[src/rtl/clock_pkg.sv]
// Shared mode encoding, field limits and timing constants for the hour/minute setup path.
package clock_pkg;

    typedef enum logic [2:0] {
        RUN      = 3'd0,
        CLK_HOUR = 3'd1,
        CLK_MIN  = 3'd2,
        ALM_HOUR = 3'd3,
        ALM_MIN  = 3'd4
    } state_e;

    localparam int unsigned HOUR_MAX_C       = 23;
    localparam int unsigned MINUTE_MAX_C     = 59;
    localparam int unsigned CYCLES_PER_SEC_C = 62_500_000;

    function automatic logic [6:0] wrap_inc(input logic [6:0] v, input logic [6:0] max_v);
        return (v >= max_v) ? 7'd0 : v + 7'd1;
    endfunction

endpackage

[src/rtl/btn_release_edge.sv]
// Release detector for one level button: pulses when the last sample was 1 and the current is 0.
module btn_release_edge (
    input  logic clk,
    input  logic reset,
    input  logic btn_i,
    output logic rel_o
);

    logic last_q;

    always_ff @(posedge clk) begin
        if (reset) last_q <= 1'b0;
        else       last_q <= btn_i;
    end

    assign rel_o = last_q & ~btn_i;

endmodule

[src/rtl/time_set_controller.sv]
// Button-driven time/alarm edit sequencer; alarm edit and match logic exist only with TIME_SET_ALARM_EN.
// state    | meaning
// RUN      | normal display, buttons only enter edit
// CLK_HOUR | editing clock hour
// CLK_MIN  | editing clock minute, mode commits via load_time
// ALM_HOUR | editing alarm hour
// ALM_MIN  | editing alarm minute, mode commits alarm registers
module time_set_controller
    import clock_pkg::*;
#(
    parameter int unsigned TIMEOUT_CYCLES = 10 * CYCLES_PER_SEC_C,
    parameter int unsigned HOUR_MAX       = HOUR_MAX_C,
    parameter int unsigned MINUTE_MAX     = MINUTE_MAX_C
) (
    input  logic       clk,
    input  logic       reset,
    input  logic       btn_mode,
    input  logic       btn_up,
    input  logic [6:0] cur_hour,
    input  logic [6:0] cur_minute,
    output state_e     state,
    output logic [6:0] edit_hour,
    output logic [6:0] edit_minute,
    output logic       load_time,
    output logic [6:0] alarm_hour,
    output logic [6:0] alarm_minute,
    output logic       alarm_enable,
    output logic       alarm_fire
);

    localparam logic [29:0] TIMEOUT_C    = 30'(TIMEOUT_CYCLES);
    localparam logic [6:0]  HOUR_MAX_L   = 7'(HOUR_MAX);
    localparam logic [6:0]  MINUTE_MAX_L = 7'(MINUTE_MAX);

    state_e      state_q, state_d;
    logic [6:0]  edit_hour_q, edit_hour_d, edit_minute_q, edit_minute_d;
    logic        load_q, load_d;
    logic [29:0] cnt_q, cnt_d;
    logic        mode_rel, up_rel, edit_busy;

    btn_release_edge u_mode_rel (.clk(clk), .reset(reset), .btn_i(btn_mode), .rel_o(mode_rel));
    btn_release_edge u_up_rel   (.clk(clk), .reset(reset), .btn_i(btn_up),   .rel_o(up_rel));

`ifdef TIME_SET_ALARM_EN
    logic [6:0] alarm_hour_q, alarm_hour_d, alarm_minute_q, alarm_minute_d;
    logic       alarm_en_q, alarm_en_d;
    logic [1:0] preload_q, preload_d;
    logic       match, match_prev_q, fire_q;

    assign edit_busy = |preload_q;
`else
    assign edit_busy = 1'b0;
`endif

    always_comb begin
        state_d       = state_q;
        edit_hour_d   = edit_hour_q;
        edit_minute_d = edit_minute_q;
        load_d        = 1'b0;
        cnt_d         = cnt_q;
`ifdef TIME_SET_ALARM_EN
        alarm_hour_d   = alarm_hour_q;
        alarm_minute_d = alarm_minute_q;
        alarm_en_d     = alarm_en_q;
        preload_d      = {preload_q[0], 1'b0};
        // Alarm preload lands two edges after load_time so the timekeeper sees stable edit values.
        if (preload_q[1]) begin
            edit_hour_d   = alarm_hour_q;
            edit_minute_d = alarm_minute_q;
        end
`endif
        if (state_q == RUN) begin
            cnt_d = '0;
            if (mode_rel) begin
                state_d       = CLK_HOUR;
                edit_hour_d   = cur_hour;
                edit_minute_d = cur_minute;
                cnt_d         = TIMEOUT_C;
            end
        end else if (mode_rel) begin
            cnt_d = TIMEOUT_C;
            unique case (state_q)
                CLK_HOUR: state_d = CLK_MIN;
                CLK_MIN: begin
                    load_d = 1'b1;
`ifdef TIME_SET_ALARM_EN
                    state_d   = ALM_HOUR;
                    preload_d = 2'b01;
`else
                    state_d = RUN;
                    cnt_d   = '0;
`endif
                end
                ALM_HOUR: state_d = ALM_MIN;
                default: begin
                    state_d = RUN;
                    cnt_d   = '0;
`ifdef TIME_SET_ALARM_EN
                    alarm_hour_d   = edit_hour_q;
                    alarm_minute_d = edit_minute_q;
                    alarm_en_d     = 1'b1;
`endif
                end
            endcase
        end else if (up_rel) begin
            cnt_d = TIMEOUT_C;
            if (!edit_busy) begin
                if (state_q == CLK_HOUR || state_q == ALM_HOUR)
                    edit_hour_d = wrap_inc(edit_hour_q, HOUR_MAX_L);
                else
                    edit_minute_d = wrap_inc(edit_minute_q, MINUTE_MAX_L);
            end
        end else if (cnt_q <= 30'd1) begin
            state_d = RUN;
            cnt_d   = '0;
`ifdef TIME_SET_ALARM_EN
            preload_d = 2'b00;
`endif
        end else begin
            cnt_d = cnt_q - 30'd1;
        end
    end

    always_ff @(posedge clk) begin
        if (reset) begin
            state_q       <= RUN;
            edit_hour_q   <= '0;
            edit_minute_q <= '0;
            load_q        <= 1'b0;
            cnt_q         <= '0;
        end else begin
            state_q       <= state_d;
            edit_hour_q   <= edit_hour_d;
            edit_minute_q <= edit_minute_d;
            load_q        <= load_d;
            cnt_q         <= cnt_d;
        end
    end

`ifdef TIME_SET_ALARM_EN
    assign match = alarm_en_q && ({cur_hour, cur_minute} == {alarm_hour_q, alarm_minute_q});

    always_ff @(posedge clk) begin
        if (reset) begin
            alarm_hour_q   <= '0;
            alarm_minute_q <= '0;
            alarm_en_q     <= 1'b0;
            preload_q      <= '0;
            match_prev_q   <= 1'b0;
            fire_q         <= 1'b0;
        end else begin
            alarm_hour_q   <= alarm_hour_d;
            alarm_minute_q <= alarm_minute_d;
            alarm_en_q     <= alarm_en_d;
            preload_q      <= preload_d;
            match_prev_q   <= match;
            fire_q         <= match & ~match_prev_q;
        end
    end

    assign alarm_hour   = alarm_hour_q;
    assign alarm_minute = alarm_minute_q;
    assign alarm_enable = alarm_en_q;
    assign alarm_fire   = fire_q;
`else
    assign alarm_hour   = '0;
    assign alarm_minute = '0;
    assign alarm_enable = 1'b0;
    assign alarm_fire   = 1'b0;
`endif

    assign state       = state_q;
    assign edit_hour   = edit_hour_q;
    assign edit_minute = edit_minute_q;
    assign load_time   = load_q;

endmodule

[config.mk]
export PLATFORM = sky130hd
export DESIGN_NAME = time_set_controller
export DESIGN_NICKNAME = d
export VERILOG_FILES = /design/src/rtl/clock_pkg.sv /design/src/rtl/btn_release_edge.sv /design/src/rtl/time_set_controller.sv
export SDC_FILE = /design/constraint.sdc
export NUM_CORES = 1
export LEC_CHECK = 0
export BUFFER_PORTS_ARGS = -buffer_cell sky130_fd_sc_hd__buf_4
export CAP_MARGIN = 20
export CORE_MARGIN = 10
export CORE_UTILIZATION = 40
export CTS_BUF_LIST = sky130_fd_sc_hd__clkbuf_4 sky130_fd_sc_hd__clkbuf_8
export CTS_CLUSTER_DIAMETER = 120
export DETAILED_ROUTE_END_ITERATION = 6
export GPL_ROUTABILITY_DRIVEN = 0
export PLACE_DENSITY = 0.63
export SETUP_SLACK_MARGIN = 0.2
export SYNTH_ARGS = -nofsm -noshare
export SYNTH_HDL_FRONTEND = slang
export SYNTH_SLANG_ARGS = --single-unit
[constraint.sdc]
create_clock -name clk -period 3.85 [get_ports clk]
set_clock_uncertainty 0.2 [all_clocks]
set_input_delay 0.1925 -clock clk [delete_from_list [all_inputs] [get_ports clk]]
set_output_delay 0.1925 -clock clk [all_outputs]
set_load 0.01 [all_outputs]
==> metrics list, run 1 <==
- Summed over all nets, wire length on met3 after detailed routing comes to 389 um.
- Highest Signal Layer: met4
* Clock Sinks: 50
* TritonCTS clock tree: done
* Stages on the worst setup path: 5
* Via count of the first global-routing pass: 2266
* Slowest cell on crit path: sky130_fd_sc_hd__or4_4
- STA classifies the critical path startpoint as a flip-flop.
- The number of endpoints with negative hold slack in the final report is 0.
- Count of pins on the block boundary: 52
* Share of final-layout standard cells stronger than drive strength 1: 17.13%
- Worst reg2reg path depth: 5
- Entering global routing, the biggest net connects 23 pins.
* Post-DP HPWL: 4606 um
- The critical path in this run is classified as reg -> reg.
- P&R area growth vs syn: 15.06%
- For this run, the number of Yosys warnings is 0.
- In this design, the stage delay of the slowest critical-path cell is 570 ps.
* Number of vias in the routed layout: 2334
* Count of instances resized after the clock tree is built: 0
- WL final: 6281 um
* Power Dens Cells: 490.6 nW/um^2
- For this run the aggregate overflow at the end of global routing stands at 0.
- # port buffers: 35
- Post-CTS clock slew at the launch and capture registers of the worst setup and hold paths: 100 ps
* Sequential area share after synthesis: 37.30%
- The first global-routing pass estimated 10710 um of wire.
- The floorplan has 29 rows.
- Number of nets in the final layout: 377
* Number of remaining DRC errors: 0
- The clock passes through at most 2 buffers.
- Kind of cell adding the most delay to the critical path: simple AND/OR/NAND/NOR gates
- Final Cycle Share: 60.39%
- Cell at the root of the clock tree: sky130_fd_sc_hd__clkbuf_8
* Height of the die: 101.9 um
* Tightest Hold Check Type: in -> reg
- Count of buffer and inverter cells on the critical path: 0
- Post-synth EDFFs: 0
- Commonest cells after routing, fill and taps aside: sky130_fd_sc_hd__dfxtp_1 (50), sky130_fd_sc_hd__buf_4 (36), sky130_fd_sc_hd__nor2_1 (33)
- Synthesis produced 319 cells.
* Worst Hold Depth: 3
- Max-cap violations: 0
- In this run the number of H-tree levels came out at 2.
- The mapped netlist covers 2684 um^2.
- Worst voltage drop across the vdd grid: 0.1865 mV
- Arrival @ worst endpoint: 2290 ps
- The max-slew violation count is 0.
- Setup total negative slack on the finished layout was measured at 0 ps.
- Initial Util: 41.79%
- Dividing the detail-routed wire length by the instance count gives 14.51 um.
- Finished layout cell area: 3088 um^2
* Standby leakage power: 0.001339 uW
- The number of placed instances, taps included, is 419.
* Number of post-CTS setup repair buffers: 0
- Commonest non-fill, non-tap cell in the layout: sky130_fd_sc_hd__dfxtp_1
- Worst-Margin Slew: 699.2 ps
- Number of standard cells in the layout, taps in and fillers out: 433
* Setup repair after global routing missed its margin: no
* Floorplan die width: 101.9 um
* 1st-pass router iterations: 4
- The floorplan step defined a die boundary enclosing 10390 um^2.
- In the synthesized netlist the async set-or-reset flop fraction comes to 0%.
- Overall power of the completed layout: 1515 uW
- Hold_ws: 7.007 ps
- A synthesized cell averages 8.413 um^2.
* # setup viols final: 0
- The routed design uses 2913 um of met2 wire.
- The run finished with clean final reports.
- For the worst-skew pair, the clock arrives at the later sink with an insertion delay of 320 ps.
- Maximum clock rate: 430.1 MHz
* Required time of the critical path: 3810 ps
* Antenna violations before repair: 0
- Met1 WL: 2912 um
- Violation count after the first detailed-route iteration: 72
- Counting flops and latches in the post-synthesis netlist gives 50.
* Diodes inserted: 0
- Maximum fanout along the worst path: 11
- After detailed placement, the total cell area comes to 2930 um^2.
- Minimum period implied by the final worst setup slack: 2325 ps
- The count of nets left with antenna violations once routing finished came out at 0.
- The core region is 6422 um^2.
- For this run, the total global-route usage over all layers was measured as 12.47%.
* Number of distinct library cell variants in the gate-level netlist after synthesis: 55
* Vias per Instance: 5.390
- Main flop type after synthesis: sky130_fd_sc_hd__dfxtp_1
* Critical path endpoint category: flip-flop
- The critical path goes through or4_4 -> nor4_2 -> nand4_2 -> nand3_1 -> o21ai_0.
- In this run, CTS created clock tree buffers numbering 5.
- Worst relative slew slack: 52.89%
area by class of cell:
class | count | area [um^2]
sequential | 50 | 1001
timing repair buffer | 43 | 335.3
tap | 77 | 96.34
multi-input combinational | 247 | 1528
fill | 630 | 3334
inverter | 8 | 30.03
clock buffer | 5 | 68.82
clock inverter | 3 | 28.78
where the power goes:
part	switching (uW)	internal, uW
combinational	323	272
clock	201	136
sequential	36.5	546
total	560	955
final timing paths:
check                            startpoint                           to  slack [ps]
hold reg to reg   edit_hour[6]$_SDFFE_PP0P_    edit_hour[6]$_SDFFE_PP0P_         280
hold / removal                cur_minute[0]  edit_minute[0]$_SDFFE_PP0P_           7
setup reg to reg       cnt_q[21]$_SDFF_PP0_         cnt_q[22]$_SDFF_PP0_        1530
setup / recovery       cnt_q[21]$_SDFF_PP0_         cnt_q[22]$_SDFF_PP0_        1530
layer usage:
metal	track usage, %	up-vias
met4	3.362	0
met5	0	-
met1	15.09	1093
li1	-	1182
met3	4.791	7
met2	20.28	52
sequential cells by signal (all words and copies together), names as in the netlist:
register,cells
cnt_q,30
edit_hour,7
edit_minute,7
load_time,1
state,3
u_mode_rel.last_q,1
u_up_rel.last_q,1
synthesized netlist by cell type (2+ instances only):
library cell                n  area share (%)
sky130_fd_sc_hd__a211oi_1   6             1.7
sky130_fd_sc_hd__a21o_1     2            0.56
sky130_fd_sc_hd__a21oi_1   20             3.7
sky130_fd_sc_hd__a221oi_1   3            0.98
sky130_fd_sc_hd__buf_4     17             4.8
sky130_fd_sc_hd__clkbuf_1  10             1.4
sky130_fd_sc_hd__dfxtp_1   50              37
sky130_fd_sc_hd__ha_1       4             1.9
sky130_fd_sc_hd__inv_1      8             1.1
sky130_fd_sc_hd__nand2_1   23             3.2
sky130_fd_sc_hd__nand2b_1   4            0.93
sky130_fd_sc_hd__nand3_1   11             2.1
sky130_fd_sc_hd__nand4_1    6             1.4
sky130_fd_sc_hd__nor2_1    33             4.6
sky130_fd_sc_hd__nor2b_1    5             1.2
sky130_fd_sc_hd__nor3_1    11             2.1
sky130_fd_sc_hd__nor3_2     2            0.75
sky130_fd_sc_hd__nor4_1     7             1.6
sky130_fd_sc_hd__nor4_2     3             1.4
sky130_fd_sc_hd__nor4_4     2             1.6
sky130_fd_sc_hd__nor4b_1    2            0.65
sky130_fd_sc_hd__o211ai_1   4             1.1
sky130_fd_sc_hd__o21ai_0   14             2.6
sky130_fd_sc_hd__o21ai_1   10             1.9
sky130_fd_sc_hd__o31ai_1    2            0.56
sky130_fd_sc_hd__or3_1      7             1.6
sky130_fd_sc_hd__or4_4      2            0.84
sky130_fd_sc_hd__xnor2_1   19             6.2
sky130_fd_sc_hd__xor2_1     6             2.0
tightest hold or removal path: stages:
cell and delay (ps):
sky130_fd_sc_hd__buf_4 110, sky130_fd_sc_hd__a21oi_1 110, sky130_fd_sc_hd__a211oi_1 70
through the flow:
stage,setup WS (ps),utilization (%)
2_1_floorplan,1871,-
3_3_place_gp,1577,45.55
3_5_place_dp,1550,45.63
4_1_cts,1542,48.08
5_1_grt,1373,48.08
6_report,1525,48.08
cell families (layout without fill, tap and decap cells):
| group | Yosys count | in the layout | synth area share, % |
|---|---|---|---|
| simple gates | 132 | 132 | 28.58 |
| compound gates | 70 | 70 | 16.08 |
| flops | 50 | 50 | 37.30 |
| buf+inv | 37 | 59 | 7.879 |
| xor+xnor | 25 | 25 | 8.159 |
| fa+ha+maj | 4 | 4 | 1.865 |
| other cells | 1 | 16 | 0.1397 |
timing repair:
| action | 4_1_cts | 5_1_grt |
|---|---|---|
| endpoints found under the hold margin | 6 | 0 |
| hold buffers | 6 | 0 |
| setup endpoints to repair | 0 | 0 |
Power figures use the tool's default switching activity.
==> run 2: changes to the inputs <==
==> constraint.sdc (replaced) <==
create_clock -name clk -period 2.3 [get_ports clk]
set_clock_uncertainty 0.2 [all_clocks]
set_input_delay 0.115 -clock clk [delete_from_list [all_inputs] [get_ports clk]]
set_output_delay 0.115 -clock clk [all_outputs]
set_load 0.01 [all_outputs]
==> run 2 against run 1 <==
First-iteration DRC count is 89% higher; sequential power grew 67%; setup slack worse by 1400 ps; hold slack improved by 1.7 ps; final area up 10%; maximum frequency grew 9.3%.
==> metrics list, run 2 (synthesis results as in run 1) <==
* Tightest Hold Check Type: in -> reg
* Violation count after the first detailed-route iteration: 136
- Number of max-slew violations in the final report: 0
- Critical Path, Cell by Cell: or4_4 -> nor4_4 -> nand4_4 -> nand4b_4 -> buf_12 -> nor2_1
- The clock tree synthesis step divided the H-tree into 2 levels.
- Worst relative slew slack: 52.97%
* Register with the most flip-flops: cnt_q
- Maximum clock path buffer count: 2
- Critical path endpoint category: flip-flop
- Result of the run: complete, no violations
* Post-detailed-route wirelength per cell: 14.47 um
- Clock-pin slew was measured on the worst setup and hold paths at 90 ps.
* Number of remaining DRC errors: 0
- The repair_antennas step left the layout with diodes totalling 0.
- Slowest cell on crit path: sky130_fd_sc_hd__or4_4
- Placed standard-cell area: 3000 um^2
- The share of total power dissipated in combinational logic is 42.3%.
- The worst-case IR drop observed on VDD is 0.2955 mV.
- Antenna violations before repair: 0
- Clock buffers created by TritonCTS: 5
- The region available for standard cell placement spans 6422 um^2.
- Height of the die: 101.9 um
- Element type at the critical path start: flip-flop
- TritonCTS clock tree: done
- Net switching component of the power: 972.7 uW
* Share of final-layout standard cells stronger than drive strength 1: 22.16%
- Across all layers, the routed design uses 2426 vias.
- Final hold violations: 0
* Largest net degree at the start of global routing: 23
- At the pin with the least slew margin, the transition time is 700.8 ps.
- Measured along the x axis, the die boundary spans 101.9 um.
* Cell at the root of the clock tree: sky130_fd_sc_hd__clkbuf_8
- In the finished design, the share of the clock period the worst path needs comes to 92.47%.
- In this run the core area contains 29 standard-cell rows.
* Global-route total usage across every layer: 12.74%
- For this design the static power due to leakage is 0.001478 uW.
* Maximum clock rate: 470.2 MHz
- Max-cap violations in this run came to 0.
* Commonest cells after routing, fill and taps aside: sky130_fd_sc_hd__dfxtp_1 (48), sky130_fd_sc_hd__buf_4 (48), sky130_fd_sc_hd__nor2_1 (31)
- Arrival @ worst endpoint: 2120 ps
- The first global-routing pass estimated 10990 um of wire.
* Post-DP HPWL: 4621 um
- # port buffers: 35
- The floorplan step defined a die boundary enclosing 10390 um^2.
- # setup viols final: 0
* Number of nets in the final layout: 400
- Share of power burned in the clock network: 22.7%
* Power Dens Cells: 815.5 nW/um^2
- At the worst endpoint, the required time is 2290 ps.
* Setup repair after global routing missed its margin: yes
- Of the total power, registers draw 35.1%.
* Minimum period implied by the final worst setup slack: 2127 ps
* Finished layout cell area: 3407 um^2
* Via count of the first global-routing pass: 2385
* Count of pins on the block boundary: 52
- WS Path Type: reg -> reg
- For this run, the share of the core covered by cells in the final layout is 53.05%.
- Dividing the detail-routed via count by the number of cells gives 5.320.
- Share of total power consumed by net switching: 35.01%
- Internal power comes to 1806 uW.
- In this design, the stage delay of the slowest critical-path cell is 580 ps.
- For the worst-skew pair, the clock arrives at the later sink with an insertion delay of 300 ps.
- WL final: 6600 um
- P&R area growth vs syn: 26.95%
* Total grt overflow: 0
- In this run the remaining antenna-violating nets after routing total 0.
- Adding up every negative setup slack in the final design gives 0 ps.
- Initial Util: 41.79%
* 1st-pass router iterations: 4
* Number of flip-flops in the largest register: 30
- Maximum fanout along the worst path: 13
- Total power for the finished layout comes to 2779 uW.
- Clock Sinks: 50
## run 2: final timing paths
path              cells past startpoint                        end  slack (ps)            startpoint
setup / recovery                      6       cnt_q[21]$_SDFF_PP0_         170  cnt_q[21]$_SDFF_PP0_
setup reg to reg                      6       cnt_q[21]$_SDFF_PP0_         170  cnt_q[21]$_SDFF_PP0_
hold reg to reg                       2       cnt_q[19]$_SDFF_PP0_         270  cnt_q[19]$_SDFF_PP0_
hold / removal                        3  edit_hour[0]$_SDFFE_PP0P_           9           cur_hour[0]
## run 2: worst max-delay path: cells and delay by family (launching register included)
family / cells / cell delay [ps]
buf+inv: 1 / 150
simple gates: 5 / 1310
flops: 1 / 360
## run 2: power by group through the flow
stage          registers [uW]  logic, uW  clock network (uW)
2_1_floorplan             984        836                   0
3_3_place_gp              989       1040                   0
3_5_place_dp              990       1050                   0
4_1_cts                   972       1130                 653
5_1_grt                   982       1300                 696
6_report                  974       1170                 630
## run 2: per-layer routing
| metal | track usage (%) | wire length [um] | up-vias |
|---|---|---|---|
| li1 | - | - | 1226 |
| met1 | 15.22 | 3026 | 1135 |
| met2 | 21.22 | 3117 | 61 |
| met3 | 4.386 | 381 | 4 |
| met4 | 3.688 | 74 | 0 |
| met5 | 0 | 0 | - |
## run 2: cell type report
type	count	area [um^2]
Tap cell	77	96.34
Timing Repair Buffer	66	551.8
Multi-Input combinational cell	247	1609
Inverter	8	30.03
Clock buffer	6	76.32
Sequential cell	50	1006
Clock inverter	2	37.54
Fill cell	587	3015
## run 2: through the flow
step	worst slack (ps)	hold slack [ps]	std cells
after floorplan	321.1	43.18	334
after global placement	72.92	133.2	428
after detailed placement	0.1237	151.3	428
after CTS	201.7	8.731	454
after global routing	125.5	15.66	456
final	173.2	8.702	456
## run 2: what timing repair did
action | 4_1_cts | 5_1_grt
hold buffers | 16 | 0
endpoints found under the hold margin | 20 | 0
setup endpoints to repair | 30 | 41
pin swaps | 2 | 9
setup buffers | 2 | 2
resized for setup | 5 | 15
